<file path="src/rtl/serpent_round_ctrl.sv">
// Serpent round sequencer: time-shares one external S-box layer over 32 rounds, one round per clock.
// Optional abort input enabled by defining SERPENT_CTRL_ABORT_EN.
module serpent_round_ctrl #(
    parameter int unsigned ROUNDS = 32,
    parameter int unsigned KEY_AW = 6
) (
    input  logic              i_clk,
    input  logic              i_rst_n,
`ifdef SERPENT_CTRL_ABORT_EN
    input  logic              i_abort,
`endif
    input  logic              i_valid,
    output logic              o_ready,
    input  logic [127:0]      i_block,
    output logic              o_valid,
    input  logic              i_ready,
    output logic [127:0]      o_data,
    output logic [KEY_AW-1:0] o_rk_addr,
    input  logic [127:0]      i_rk_data,
    output logic [127:0]      o_sbox_data,
    output logic [2:0]        o_sbox_index,
    input  logic [127:0]      i_sbox_data,
    output logic              o_busy
);

    localparam int unsigned RW = $clog2(ROUNDS);

    typedef enum logic [1:0] {
        S_IDLE  = 2'd0,
        S_ROUND = 2'd1,
        S_FINAL = 2'd2,
        S_DONE  = 2'd3
    } state_t;

    state_t          r_state;
    logic [127:0]    r_st;
    logic [RW-1:0]   r_round;
    logic            r_ready;
    logic            r_valid;
    logic            r_busy;
    logic [127:0]    r_data;
    logic            w_abort;
    logic            w_last;

`ifdef SERPENT_CTRL_ABORT_EN
    assign w_abort = i_abort;
`else
    assign w_abort = 1'b0;
`endif

    assign w_last = (r_round == RW'(ROUNDS - 1));

    function automatic logic [31:0] f_rotl(input logic [31:0] x, input int unsigned n);
        return (x << n) | (x >> (32 - n));
    endfunction

    // Serpent linear transform on {X3,X2,X1,X0}
    function automatic logic [127:0] f_lt(input logic [127:0] v);
        logic [31:0] x0, x1, x2, x3;
        x0 = v[31:0];
        x1 = v[63:32];
        x2 = v[95:64];
        x3 = v[127:96];
        x0 = f_rotl(x0, 13);
        x2 = f_rotl(x2, 3);
        x1 = x1 ^ x0 ^ x2;
        x3 = x3 ^ x2 ^ (x0 << 3);
        x1 = f_rotl(x1, 1);
        x3 = f_rotl(x3, 7);
        x0 = x0 ^ x1 ^ x3;
        x2 = x2 ^ x3 ^ (x1 << 7);
        x0 = f_rotl(x0, 5);
        x2 = f_rotl(x2, 22);
        return {x3, x2, x1, x0};
    endfunction

    // Key-store and S-box buses are decoded from state so the key read lands in the same cycle
    assign o_rk_addr    = (r_state == S_ROUND) ? KEY_AW'(r_round) :
                          (r_state == S_FINAL) ? KEY_AW'(ROUNDS)  : '0;
    assign o_sbox_index = (r_state == S_ROUND) ? r_round[2:0] : 3'd0;
    assign o_sbox_data  = (r_state == S_ROUND) ? (r_st ^ i_rk_data) : '0;

    assign o_ready = r_ready;
    assign o_valid = r_valid;
    assign o_busy  = r_busy;
    assign o_data  = r_data;

    always_ff @(posedge i_clk) begin
        if (!i_rst_n) begin
            r_state <= S_IDLE;
            r_st    <= '0;
            r_round <= '0;
            r_ready <= 1'b1;
            r_valid <= 1'b0;
            r_busy  <= 1'b0;
            r_data  <= '0;
        end else if (w_abort && (r_state != S_IDLE)) begin
            // Abort drops the block but leaves st and the last ciphertext untouched
            r_state <= S_IDLE;
            r_ready <= 1'b1;
            r_valid <= 1'b0;
            r_busy  <= 1'b0;
        end else begin
            case (r_state)
                S_IDLE: begin
                    if (i_valid) begin
                        r_st    <= i_block;
                        r_round <= '0;
                        r_ready <= 1'b0;
                        r_busy  <= 1'b1;
                        r_state <= S_ROUND;
                    end
                end
                S_ROUND: begin
                    if (w_last) begin
                        r_st    <= i_sbox_data;
                        r_state <= S_FINAL;
                    end else begin
                        r_st    <= f_lt(i_sbox_data);
                        r_round <= r_round + RW'(1);
                    end
                end
                S_FINAL: begin
                    r_st    <= r_st ^ i_rk_data;
                    r_data  <= r_st ^ i_rk_data;
                    r_valid <= 1'b1;
                    r_busy  <= 1'b0;
                    r_state <= S_DONE;
                end
                S_DONE: begin
                    if (i_ready) begin
                        r_valid <= 1'b0;
                        r_ready <= 1'b1;
                        r_state <= S_IDLE;
                    end
                end
                default: r_state <= S_IDLE;
            endcase
        end
    end

endmodule

</file>
<file path="config.mk">
export PLATFORM = sky130hd
export DESIGN_NAME = serpent_round_ctrl
export DESIGN_NICKNAME = d
export VERILOG_FILES = /design/src/rtl/serpent_round_ctrl.sv
export SDC_FILE = /design/constraint.sdc
export NUM_CORES = 1
export LEC_CHECK = 0
export ABC_AREA = 1
export CAP_MARGIN = 10
export CORE_AREA = 2 2 253 255
export CTS_CLUSTER_DIAMETER = 200
export DETAILED_ROUTE_END_ITERATION = 7
export DIE_AREA = 0 0 255 257
export GPL_TIMING_DRIVEN = 1
export HOLD_SLACK_MARGIN = 0.1
export PLACE_DENSITY = 0.65
export SETUP_SLACK_MARGIN = 0.15
export SLEW_MARGIN = 15
export SYNTH_ARGS = -nofsm -noshare
export SYNTH_HDL_FRONTEND = slang
export SYNTH_SLANG_ARGS = --single-unit
</file>
<file path="constraint.sdc">
create_clock -name i_clk -period 1.78 [get_ports i_clk]
set_input_delay 0.267 -clock i_clk [delete_from_list [all_inputs] [get_ports i_clk]]
set_output_delay 0.267 -clock i_clk [all_outputs]
set_load 0.1 [all_outputs]
</file>
# [Yosys cells after proc, flatten, opt, wreduce, memory -nomap -nowiden]
# Cells that the tools add are included.
[classes] n_addsub=1 n_mul=0 n_div=0 order_cmp=0 n_eq_ne=8 shifts=0 muxes=21 n_bitwise=15 n_reduce_logical=12
[ops] operator="two-way mux 128 bit" count=3
[ops] operator="one-hot mux 128 bit (3 select lines)" count=1
[ops] operator="bitwise XOR 32 bit" count=8
[ops] operator="bitwise XOR 128 bit" count=1
[ops] operator="bitwise OR 32 x 1 -> 32 bit" count=1
[ops] operator="bitwise OR 32 x 13 -> 32 bit" count=1
[ops] operator="bitwise OR 32 x 22 -> 32 bit" count=1
[ops] operator="bitwise OR 32 x 3 -> 32 bit" count=1
[ops] operator="bitwise OR 32 x 5 -> 32 bit" count=1
[ops] operator="bitwise OR 32 x 7 -> 32 bit" count=1
[ops] operator="two-way mux 6 bit" count=2
[ops] operator="two-way mux 5 bit" count=2
[ops] operator="one-hot mux 5 bit (2 select lines)" count=1
[ops] operator="AND reduction 3 bit" count=3
[ops] operator="inequality test 2 bit (second input constant)" count=4
[ops] operator="one-hot mux 2 bit (4 select lines)" count=1
[ops] operator="nonzero test 2 bit" count=4
[ops] operator="two-way mux 2 bit" count=3
[ops] operator="one-hot mux 1 bit (2 select lines)" count=3
[ops] operator="AND reduction 2 bit" count=3
[ops] operator="adder 5 x 1 -> 5 bit (second input constant)" count=1
[ops] operator="equality test 5 bit (second input constant)" count=1
[ops] operator="equality test 2 bit (second input constant)" count=2
[ops] operator="two-way mux 1 bit" count=4
[ops] operator="other kinds (4)" count=4
[totals] reg_bits=266 latchBits=0 ram_bits=0 romBits=0 out_inout_bits=268 wordCells=64 memories=0

# [Depth between registers and ports, before layout]
[logic_depth] depth_word=9 depth_mapped=13

# [Least setup slack after synthesis]
# No wires, ideal clock.
[synth_timing] kind="register to output" start="register r_state[1]" end="output o_sbox_data[117]" arrival_time_ns=2.394 required_time_ns=1.513 path_slack_ns=-0.881 stages_incl_launch_ff=8 path_cell_list="dfxtp_1 > inv_1 > ha_1 > buf_4 > inv_2 > clkbuf_1 > buf_1 > nor2_1"
[synth_between] elab_chain_cells=2
[synth_lines] element="start, declared" line_no="35" rtl="state_t r_state;"
[synth_lines] element="start signal, assigned" line_no="90" rtl="r_state <= S_IDLE;"
[synth_lines] element="start signal, assigned" line_no="99" rtl="r_state <= S_IDLE;"
[synth_lines] element="start signal, assigned" line_no="111" rtl="r_state <= S_ROUND;"
[synth_lines] element="equality test 2 x 1 -> 1 bit" line_no="81" rtl="assign o_sbox_data = (r_state == S_ROUND) ? (r_st ^ i_rk_data) : '0;"
[synth_lines] element="two-way mux 128 bit" line_no="81"
[synth_lines] element="end, declared" line_no="20" rtl="output logic [127:0] o_sbox_data,"
# No other way between the ends.

# [Worst setup path in the final report]
[layout_timing] start="register r_state[1]" end="output o_sbox_data[108]"
# The elaborated chain is that of the path after synthesis.

==> results.toml <==
[clock_network]
path_clk_slew_ns = 0.05
ctsRootBufferMaster = "clkbuf_16"
numCtsBuffers = 35
ctsHoldBuffers = 0
cts-htree-levels = 2
clockBufferDepth = 3
cts.sinks = 266
cts_tree = "done"
insertion_delay_ns = 0.57

[min_path]
worst_hold_path_type = "primary input to flop"

[finish]
stdcell_count = 4927
regArea_sq_um = 5330
drive_gt1_share_pct = 31.08
finish.instance_area_sq_um = 36170
fillers = 5672
nets = 4431
areaGrowthSynthToFinish_pct = 102.2
post-route-util_pct = 57.65
final_common_cell = "nand2_1"
multi_input_area_sq_um = 12720
final_cell_mix = "nand2_1, buf_4, clkdlybuf4s50_1, buf_12, dfxtp_1"

[run_status]
violations = "setup timing"
status = "complete, but fails checks"

[synth]
ys_warn_count = 0
synth.top_cell.area_share_pct = 29.77
yosysSeqAreaShare_pct = 29.77
synth_area_sq_um = 17890
synth_area_leaders = "dfxtp_1, nand2_1, nor2_1"
yosys_most_used_dff = "dfxtp_1"
synthesis.nets = 3325
synth_seq_cells = 266
synth_cells = 2931
synth_edf_count = 0
async_flop_share_pct = 0
ys_types = 38
postSynthAreaPerCell_sq_um = 6.103
yosys.area.top_type = "dfxtp_1"

[power_and_ir_drop]
sw_frac_of_total_pct = 53.35
p_sw_uw = 38370
p_comb_share_pct = 76.4
p_leak_uw = 0.01524
power.share.clock_pct = 9.7
peakVddDrop_v = 0.001663
powerDensity_nw_per_um2 = 1989
sequentialPowerShare_pct = 13.8
internal_power_uw = 33550

[setup_path]
critPathBufInv = 6
critPathRequiredTime_ns = 1.51
worst_setup_path_start_kind = "flop"
crit_fanout = 8
worst_ep_arrival_time_ns = 1.99
path_cells = "inv_4 > ha_4 > inv_8 > buf_12 > buf_4 > buf_16 > nor2_4 > buf_12"
endpoint_kind = "output port"
path_delay_family = "buffers and inverters"
worstSetupPathType = "flop to output port"
crit_path_frequent_cell = "buf_12"
slowest_stage = "dfxtp_2"
critical_path.max_stage_delay_ns = 0.33

[timing]
final_max_slew_viol_count = 0
fmax_ghz = 0.4424
fin_worst_skew_ns = 0.01831
relSlewSlack_pct = 66.25
tns_ns = -87.32
hold_violations = 0
min_period_over_period_pct = 127.0
setup_ws_ns = -0.4804
worst_slew_pin_slew_ns = 0.5026
rsz0062_at_grt = "true"
setup_violations = 303
fin_crit_ns = 2.260

[die]
dieHeight_um = 257
die_x_um = 255
ios = 656
start_util_pct = 28.51
placementRows = 92
coreArea_sq_um = 62740
dieArea_sq_um = 65540

[grt]
antenna_found_initial = 34
grt_first_pass_wirelength_mm = 162.6
overflow = 0
grt_use_total_pct = 34.36
grt_max_degree = 55
grt_pass1_vias = 23630

[placed_design]
dpl.cell_count = 4774
place.gp.congestion = 1.050
placed_cell_area_sq_um = 32220
post-dp-hpwl_mm = 94.81
io_buffer_count = 655

[route]
wl_mm = 121.4
via_count = 25050
post_drt_wl_per_cell_um = 24.64
first_iter_violations = 2074
drc = 0
vias_per_cell = 5.083
firstDrtPassIters = 6
ant_nets = 0

[flow_run]
cap_violations = 0
## through the flow
step,hold slack (ns),total power (uW),setup slack (ns)
finish,0.3562,71920,-0.4804
global route,0.3724,74490,-0.5046
CTS,0.3317,66680,-0.4858
detailed placement,0.4690,56810,-0.6192
global placement,0.4652,56570,-0.5987
floorplan,0.4369,37330,-0.7682
## cell families after synthesis
logic type	count (synthesis)	synth area share [%]
buf+inv	394	9.037
flops	266	29.77
fa+ha+maj	6	0.4197
compound gates	482	15.60
simple gates	1606	36.51
xor+xnor	177	8.667
## cell type report
type                    instances  area share [%]
inverters                     224           2.526
clock inverters                 9          0.2214
clock buffers                  48           2.695
multi-input cells            2271           35.18
well taps                     846           2.927
flip-flops and latches        266           14.74
diodes                         24          0.1661
repair buffers               1239           41.54
## registers in the layout, summed over array words and instances, names as in the netlist
| name | cells |
|---|---|
| o_ready | 1 |
| r_st | 128 |
| r_round | 5 |
| o_valid | 1 |
| o_data | 128 |
| o_busy | 1 |
| r_state | 2 |
## power by group through the flow
stage	combinational [uW]	clock [uW]	sequential, uW
floorplan	23400	0	13900
detailed placement	46800	0	9980
finish	55000	7000	9940
global placement	46600	0	9930
CTS	49700	7070	9870
global route	57200	7260	10100
## synth_stat cells, types with 26 or more instances
cell / instances
nand3_1: 212
dfxtp_1: 266
inv_1: 217
nand2_1: 900
nor2_1: 410
clkbuf_1: 115
buf_2: 26
o211ai_1: 30
xor2_1: 44
o21ai_0: 52
xnor2_1: 133
a211oi_1: 60
or2_2: 53
a21oi_1: 274
## path summary, 6_finish.rpt
kind | from | end | slack [ns] | cells after the start
max | r_state[1]$_SDFFE_PN0P_ | o_sbox_data[108] | -0.48 | 8
min | i_block[103] | r_st[103]$_SDFFE_PN0P_ | 0.36 | 3
max reg2reg | r_round[1]$_SDFFE_PN0P_ | r_st[17]$_SDFFE_PN0P_ | -0.35 | 12
min reg2reg | r_st[37]$_SDFFE_PN0P_ | r_st[37]$_SDFFE_PN0P_ | 0.48 | 2
## worst reg2reg max path: cells and delay by family (launching register included)
family	cells	cell delay [ns]
AO/OA/AOI/OAI	2	0.40
adder cells (fa/ha/maj)	2	0.35
buffers and inverters	3	0.38
flip-flops	1	0.34
AND/OR/NAND/NOR	5	0.60
## timing repair
item / 4_1_cts / 5_1_grt
gates resized for setup: 199 / 236
gates cloned: 10 / 20
pin swaps: 47 / 86
setup buffers: 7 / 35
endpoints found under the setup margin: 366 / 385
## per-layer routing
layer	up-vias	GRT usage, %	share of wire, %
li1	11680	-	-
met1	11820	40.17	38
met2	1226	58.39	48
met3	308	8.001	8.6
met4	22	17.25	5.5
met5	-	0	0.12
Power figures use the tool's default switching activity.
